## src/rtl/uart_tx_peripheral_if.sv

```systemverilog
// Bus between memory_controller and the UART transmitter:
// byte stores and overflow clears in, serial line and status word out.
interface uart_tx_peripheral_if;
  logic        write_enable;
  logic [7:0]  write_data;
  logic        clear_overflow;
  logic        tx;
  logic [31:0] status;

  modport master (
    output write_enable,
    output write_data,
    output clear_overflow,
    input  tx,
    input  status
  );

  modport slave (
    input  write_enable,
    input  write_data,
    input  clear_overflow,
    output tx,
    output status
  );
endinterface

```

## src/rtl/uart_tx_peripheral.sv

```systemverilog
// Memory-mapped 8N1 UART transmitter: stored bytes queue in a FIFO and are
// serialised back-to-back on tx; a status word reports FIFO/FSM state.
module uart_tx_peripheral #(
  parameter int CLOCKS_PER_BIT  = 16,
  parameter int FIFO_DEPTH      = 8,
  parameter int FIFO_ADDR_WIDTH = 3
) (
  input logic                  clock,
  input logic                  reset,
  uart_tx_peripheral_if.slave  bus
);

  localparam int BW = $clog2(CLOCKS_PER_BIT);
  localparam logic [BW-1:0]            BAUD_LAST = BW'(CLOCKS_PER_BIT - 1);
  localparam logic [FIFO_ADDR_WIDTH:0] LEVEL_FULL = (FIFO_ADDR_WIDTH + 1)'(FIFO_DEPTH);

  typedef enum logic [1:0] {
    S_IDLE,
    S_START,
    S_DATA,
    S_STOP
  } state_e;

  state_e                     state_q;
  logic [BW-1:0]              baud_q;
  logic [2:0]                 bit_idx_q;
  logic [7:0]                 shift_q;
  logic                       tx_q;

  logic [7:0]                 mem [FIFO_DEPTH];
  logic [FIFO_ADDR_WIDTH-1:0] wr_ptr_q;
  logic [FIFO_ADDR_WIDTH-1:0] rd_ptr_q;
  logic [FIFO_ADDR_WIDTH:0]   level_q;
  logic [FIFO_ADDR_WIDTH:0]   level_d;
  logic                       overflow_q;
  logic                       overflow_d;

  logic full;
  logic empty;
  logic push;
  logic pop;
  logic baud_done;
  logic [7:0] head;

  assign full      = (level_q == LEVEL_FULL);
  assign empty     = (level_q == '0);
  assign push      = bus.write_enable && !full;
  assign baud_done = (baud_q == BAUD_LAST);
  // The FSM takes the head byte either from idle or on the last stop cycle.
  assign pop       = !empty && ((state_q == S_IDLE) || ((state_q == S_STOP) && baud_done));
  assign head      = mem[rd_ptr_q];

  always_comb begin
    level_d = level_q;
    if (push && !pop) begin
      level_d = level_q + 1'b1;
    end else if (!push && pop) begin
      level_d = level_q - 1'b1;
    end
  end

  // A dropped write outranks a simultaneous clear.
  always_comb begin
    overflow_d = overflow_q;
    if (bus.write_enable && full) begin
      overflow_d = 1'b1;
    end else if (bus.clear_overflow) begin
      overflow_d = 1'b0;
    end
  end

  always_ff @(posedge clock) begin
    if (push) begin
      mem[wr_ptr_q] <= bus.write_data;
    end
  end

  always_ff @(posedge clock or negedge reset) begin
    if (!reset) begin
      wr_ptr_q   <= '0;
      rd_ptr_q   <= '0;
      level_q    <= '0;
      overflow_q <= 1'b0;
    end else begin
      if (push) begin
        wr_ptr_q <= wr_ptr_q + 1'b1;
      end
      if (pop) begin
        rd_ptr_q <= rd_ptr_q + 1'b1;
      end
      level_q    <= level_d;
      overflow_q <= overflow_d;
    end
  end

  always_ff @(posedge clock or negedge reset) begin
    if (!reset) begin
      state_q   <= S_IDLE;
      baud_q    <= '0;
      bit_idx_q <= '0;
      shift_q   <= '0;
      tx_q      <= 1'b1;
    end else begin
      case (state_q)
        S_IDLE: begin
          tx_q <= 1'b1;
          if (pop) begin
            shift_q <= head;
            baud_q  <= '0;
            tx_q    <= 1'b0;
            state_q <= S_START;
          end
        end
        S_START: begin
          if (baud_done) begin
            baud_q    <= '0;
            bit_idx_q <= '0;
            tx_q      <= shift_q[0];
            state_q   <= S_DATA;
          end else begin
            baud_q <= baud_q + 1'b1;
          end
        end
        S_DATA: begin
          if (baud_done) begin
            baud_q <= '0;
            if (bit_idx_q == 3'd7) begin
              tx_q    <= 1'b1;
              state_q <= S_STOP;
            end else begin
              bit_idx_q <= bit_idx_q + 3'd1;
              shift_q   <= {1'b0, shift_q[7:1]};
              tx_q      <= shift_q[1];
            end
          end else begin
            baud_q <= baud_q + 1'b1;
          end
        end
        S_STOP: begin
          if (baud_done) begin
            baud_q <= '0;
            if (pop) begin
              shift_q <= head;
              tx_q    <= 1'b0;
              state_q <= S_START;
            end else begin
              state_q <= S_IDLE;
            end
          end else begin
            baud_q <= baud_q + 1'b1;
          end
        end
        default: begin
          tx_q    <= 1'b1;
          state_q <= S_IDLE;
        end
      endcase
    end
  end

  assign bus.tx     = tx_q;
  assign bus.status = {{(32 - 5 - FIFO_ADDR_WIDTH){1'b0}}, level_q, overflow_q,
                       (state_q != S_IDLE), full, empty};

endmodule

```

## src/flat_wrapper.sv

```systemverilog
// flat-port wrapper written by rule: the top's interface ports become plain ports
module uart_tx_peripheral_flat 
#(
  parameter int CLOCKS_PER_BIT  = 16,
  parameter int FIFO_DEPTH      = 8,
  parameter int FIFO_ADDR_WIDTH = 3
)
  (clock, reset, bus_write_enable, bus_write_data, bus_clear_overflow, bus_tx, bus_status);
  uart_tx_peripheral_if bus_i ();
  input logic clock;
  input logic reset;
  input wire logic [$bits(bus_i.write_enable)-1:0] bus_write_enable;
  input wire logic [$bits(bus_i.write_data)-1:0] bus_write_data;
  input wire logic [$bits(bus_i.clear_overflow)-1:0] bus_clear_overflow;
  output wire logic [$bits(bus_i.tx)-1:0] bus_tx;
  output wire logic [$bits(bus_i.status)-1:0] bus_status;
  assign bus_i.write_enable = bus_write_enable;
  assign bus_i.write_data = bus_write_data;
  assign bus_i.clear_overflow = bus_clear_overflow;
  assign bus_tx = bus_i.tx;
  assign bus_status = bus_i.status;
  uart_tx_peripheral #(.CLOCKS_PER_BIT(CLOCKS_PER_BIT), .FIFO_DEPTH(FIFO_DEPTH), .FIFO_ADDR_WIDTH(FIFO_ADDR_WIDTH)) u_core (.clock(clock), .reset(reset), .bus(bus_i));
endmodule
```

## config.mk

```make
export PLATFORM = sky130hd
export DESIGN_NAME = uart_tx_peripheral_flat
export DESIGN_NICKNAME = d
export VERILOG_FILES = /design/src/rtl/uart_tx_peripheral_if.sv /design/src/rtl/uart_tx_peripheral.sv /design/src/flat_wrapper.sv
export SDC_FILE = /design/constraint.sdc
export NUM_CORES = 1
export LEC_CHECK = 0
export ABC_CLOCK_PERIOD_IN_PS = 3610
export CORE_MARGIN = 3
export CORE_UTILIZATION = 45
export CTS_BUF_LIST = sky130_fd_sc_hd__clkbuf_16
export CTS_CLUSTER_DIAMETER = 40
export CTS_CLUSTER_SIZE = 40
export DETAILED_ROUTE_END_ITERATION = 16
export GPL_TIMING_DRIVEN = 0
export PLACE_DENSITY = 0.71
export SLEW_MARGIN = 20
export SYNTH_ARGS = -nofsm -noshare
export SYNTH_HDL_FRONTEND = slang
export SYNTH_SLANG_ARGS = --single-unit
```

## constraint.sdc

```tcl
create_clock -name clock -period 3.61 [get_ports clock]
set_input_delay 0.722 -clock clock [delete_from_list [all_inputs] [get_ports clock]]
set_output_delay 0.722 -clock clock [all_outputs]
set_load 0.05 [all_outputs]
```

==> reports/metrics.yaml <==
clock_network:
  clk_pin_slew_ps: 70
  clockBufferDepth: 2
  clk_latency_ps: 340
  cts_sinks: 93
  cts_inserted_buffers: 9
  ctsResizeCount: 0
  ctsHtreeMaxLevel: 3
  clockRootBuffer: "clkbuf_16"
  postCtsSetupBuffers: 0
  ctsHoldBuffers: 0
  tritoncts: "built"
yosys:
  seq_area_frac_synth: 0.619
  syn_area_per_cell_um2: 14.7
  yosys_warnings: 0
  async_flop_share: 0.312
  synth_cell_types: 45
  ys_top_cells_by_area: "edfxtp_1, dfrtp_1, mux4_2, buf_4, ha_1"
  synthCells: 291
  synthesis.area_um2: 4280
  ys.flop_type: "edfxtp_1"
  synth.top_cell.area_share: 0.449
  synth_area_leader_cell: "edfxtp_1"
  ys_seq_elements: 93
  synth-edff-count: 64
route:
  routed-via-count: 2436
  dr.pass1.iters: 4
  viasPerCell: 5.12
  antenna_left: 0
  drc: 0
  totalWireLength_um: 7680
  wire_per_inst_um: 16.1
  drt-initial-drc-count: 119
setup_path:
  crit_family: "buffers and inverters"
  critPathKind: "register to output port"
  crit_required_ps: 2890
  path_cells: "or4_1 -> inv_1 -> buf_4 -> clkdlybuf4s50_1"
  crit_path_top_delay_cell: "clkdlybuf4s50_1"
  endpoint_kind: "output port"
  crit_buf_inv: 3
  cp-start-kind: "register"
  slowest_delay_ps: 780
  cp_max_fo: 6
  arrival_ps: 2520
floorplanning:
  ios: 45
  die_area_um2: 10700
  rows: 34
  core_area_um2: 8980
  start_util: 0.477
  die_w_um: 104
  die_y_um: 104
min_path:
  hp-class: "input port to asynchronous set/reset pin"
timing:
  fin_crit_sh: 0.898
  hold_viol_final: 0
  slew_headroom: 0.379
  tns_ps: 0
  skew_ps: 9.35
  worst_hold_slack_ps: 418
  final_max_slew_viol_count: 0
  fmax_mhz: 309
  setup_viol_count_final: 0
  tightest_slew_ps: 929
  grt_setup_unrepaired: "false"
  period_needed_ps: 3240
cells_and_area:
  area_growth_pct: 17.4
  layout-drive-gt1-share: 0.229
  postLayoutCoreUtil: 0.560
  n_antenna_cell: 0
  fin_nets: 372
grt:
  overflow: 0
  antenna_found_initial: 0
  track_usage: 0.154
  first_global_vias: 2446
  grt_max_degree: 30
  grt_first_pass_wirelength_um: 12900
power:
  powerDensity_nw_per_um2: 838
  ir_worst_vdd_mv: 0.565
  power_leakage_nw: 1.94
place:
  portBuffers: 20
  globalplace.congestion: 0.796
  dp_hpwl_um: 5100
flow_run:
  cap_violations: 0
outcome:
  status: "finished clean"
==> state kept, by name, indices dropped and copies added (netlist names) <==
| register | count |
|---|---|
| u_core.wr_ptr_q | 3 |
| u_core.level_q | 4 |
| u_core.state_q | 2 |
| u_core.bit_idx_q | 3 |
| u_core.shift_q | 8 |
| u_core.baud_q | 4 |
| u_core.mem | 64 |
| u_core.rd_ptr_q | 3 |
| u_core.overflow_q | 1 |
| u_core.bus.tx | 1 |
==> routing by layer <==
layer / share of wire / global-route usage
met1: 0.43 / 0.195
met5: 0 / 0
met3: 0.056 / 0.0522
met4: 0.013 / 0.0456
met2: 0.50 / 0.253
==> through the flow <==
| step | setup WS [ps] | total power [W] | instance area, µm² | cells |
|---|---|---|---|---|
| 3_5_place_dp | 562 | 0.00332 | 4730 | 460 |
| 4_1_cts | 361 | 0.00426 | 5020 | 476 |
| 6_report | 369 | 0.00421 | 5020 | 476 |
| 5_1_grt | 266 | 0.00450 | 5020 | 476 |
| 2_1_floorplan | 758 | 0.00288 | 4360 | 314 |
| 3_3_place_gp | 335 | 0.00326 | 4720 | 460 |
==> cell families after synthesis <==
logic type      count (synthesis)  share of synthesized area
xor+xnor                        7                     0.0143
buf+inv                        51                     0.0696
compound gates                 45                     0.0696
other cells                     1                   0.000877
flops                          93                      0.619
simple gates                   48                     0.0588
fa+ha+maj                      15                     0.0456
mux                            31                      0.122
==> area by class of cell <==
class                           instances  area [µm²]
Fill cell                             717        3950
Sequential cell                        93        2650
Multi-Input combinational cell        170        1430
Buffer                                 38         249
Clock buffer                            9         225
Timing Repair Buffer                   20         195
Tap cell                              126         158
Clock inverter                          7        70.1
Inverter                               13        48.8
==> worst paths after layout <==
check                                       start  slack, ps                  end  depth (start not counted)
worst max-delay path            u_core.level_q[1]        370        bus_status[0]                          4
worst min register to register  u_core.level_q[3]        500    u_core.level_q[3]                          1
max in group asynchronous                   reset       2750  u_core.bit_idx_q[0]                          1
worst min-delay path                        reset        420    u_core.level_q[0]                          1
min in group clock              u_core.level_q[3]        500    u_core.level_q[3]                          1
worst max register to register  u_core.level_q[1]        720    u_core.level_q[3]                         11
==> cell usage after synthesis (2+ instances only) <==
library cell and count:
nand3_1 2, nor3_1 3, dfrtp_1 28, nand2b_1 5, xnor2_1 5, a22oi_1 2
a22o_1 2, nand2_1 16, a21o_1 2, a21oi_1 9, nor2_1 10, mux2_2 9
mux4_2 16, mux2i_1 6, buf_4 27, o21ai_0 17, edfxtp_1 64, buf_2 3
ha_1 14, xor2_1 2, inv_1 13, clkbuf_1 7, o22ai_1 4, o22a_1 4
==> layout by cell type, fill, tap and decap left out, types with 2 or more instances in the layout <==
cell              n
edfxtp_1         64
dfrtp_1          28
buf_4            27
conb_1           24
clkdlybuf4s50_1  19
o21ai_0          17
nand2_1          16
mux4_2           16
ha_1             14
inv_1            13
nor2_1           10
a21oi_1           9
mux2_2            9
clkbuf_16         9
clkbuf_1          7
mux2i_1           6
nand2b_1          5
xnor2_1           5
buf_2             4
o22ai_1           4
o22a_1            4
inv_8             4
nor3_2            2
xor2_1            2
a21o_1            2
nand3_1           2
a22oi_1           2
a22o_1            2
==> power breakdown <==
| part | switching (W) | internal [W] | total [W] | leakage, nW |
|---|---|---|---|---|
| Sequential | 0.000162 | 0.00142 | 0.00158 | 0.932 |
| Combinational | 0.000960 | 0.000748 | 0.00171 | 0.863 |
| Clock | 0.000434 | 0.000490 | 0.000924 | 0.144 |
| Total | 0.00156 | 0.00266 | 0.00421 | 1.94 |
==> worst register-to-register path, delay by kind of cell (launching register included) <==
kind | cells | cell delay (ps)
AO/OA/AOI/OAI | 2 | 360
adder cells (fa/ha/maj) | 2 | 430
AND/OR/NAND/NOR | 2 | 840
buffers and inverters | 3 | 340
XOR/XNOR | 1 | 140
multiplexers | 1 | 260
flip-flops | 1 | 450
Note: power is estimated with default switching activity, not from simulation.
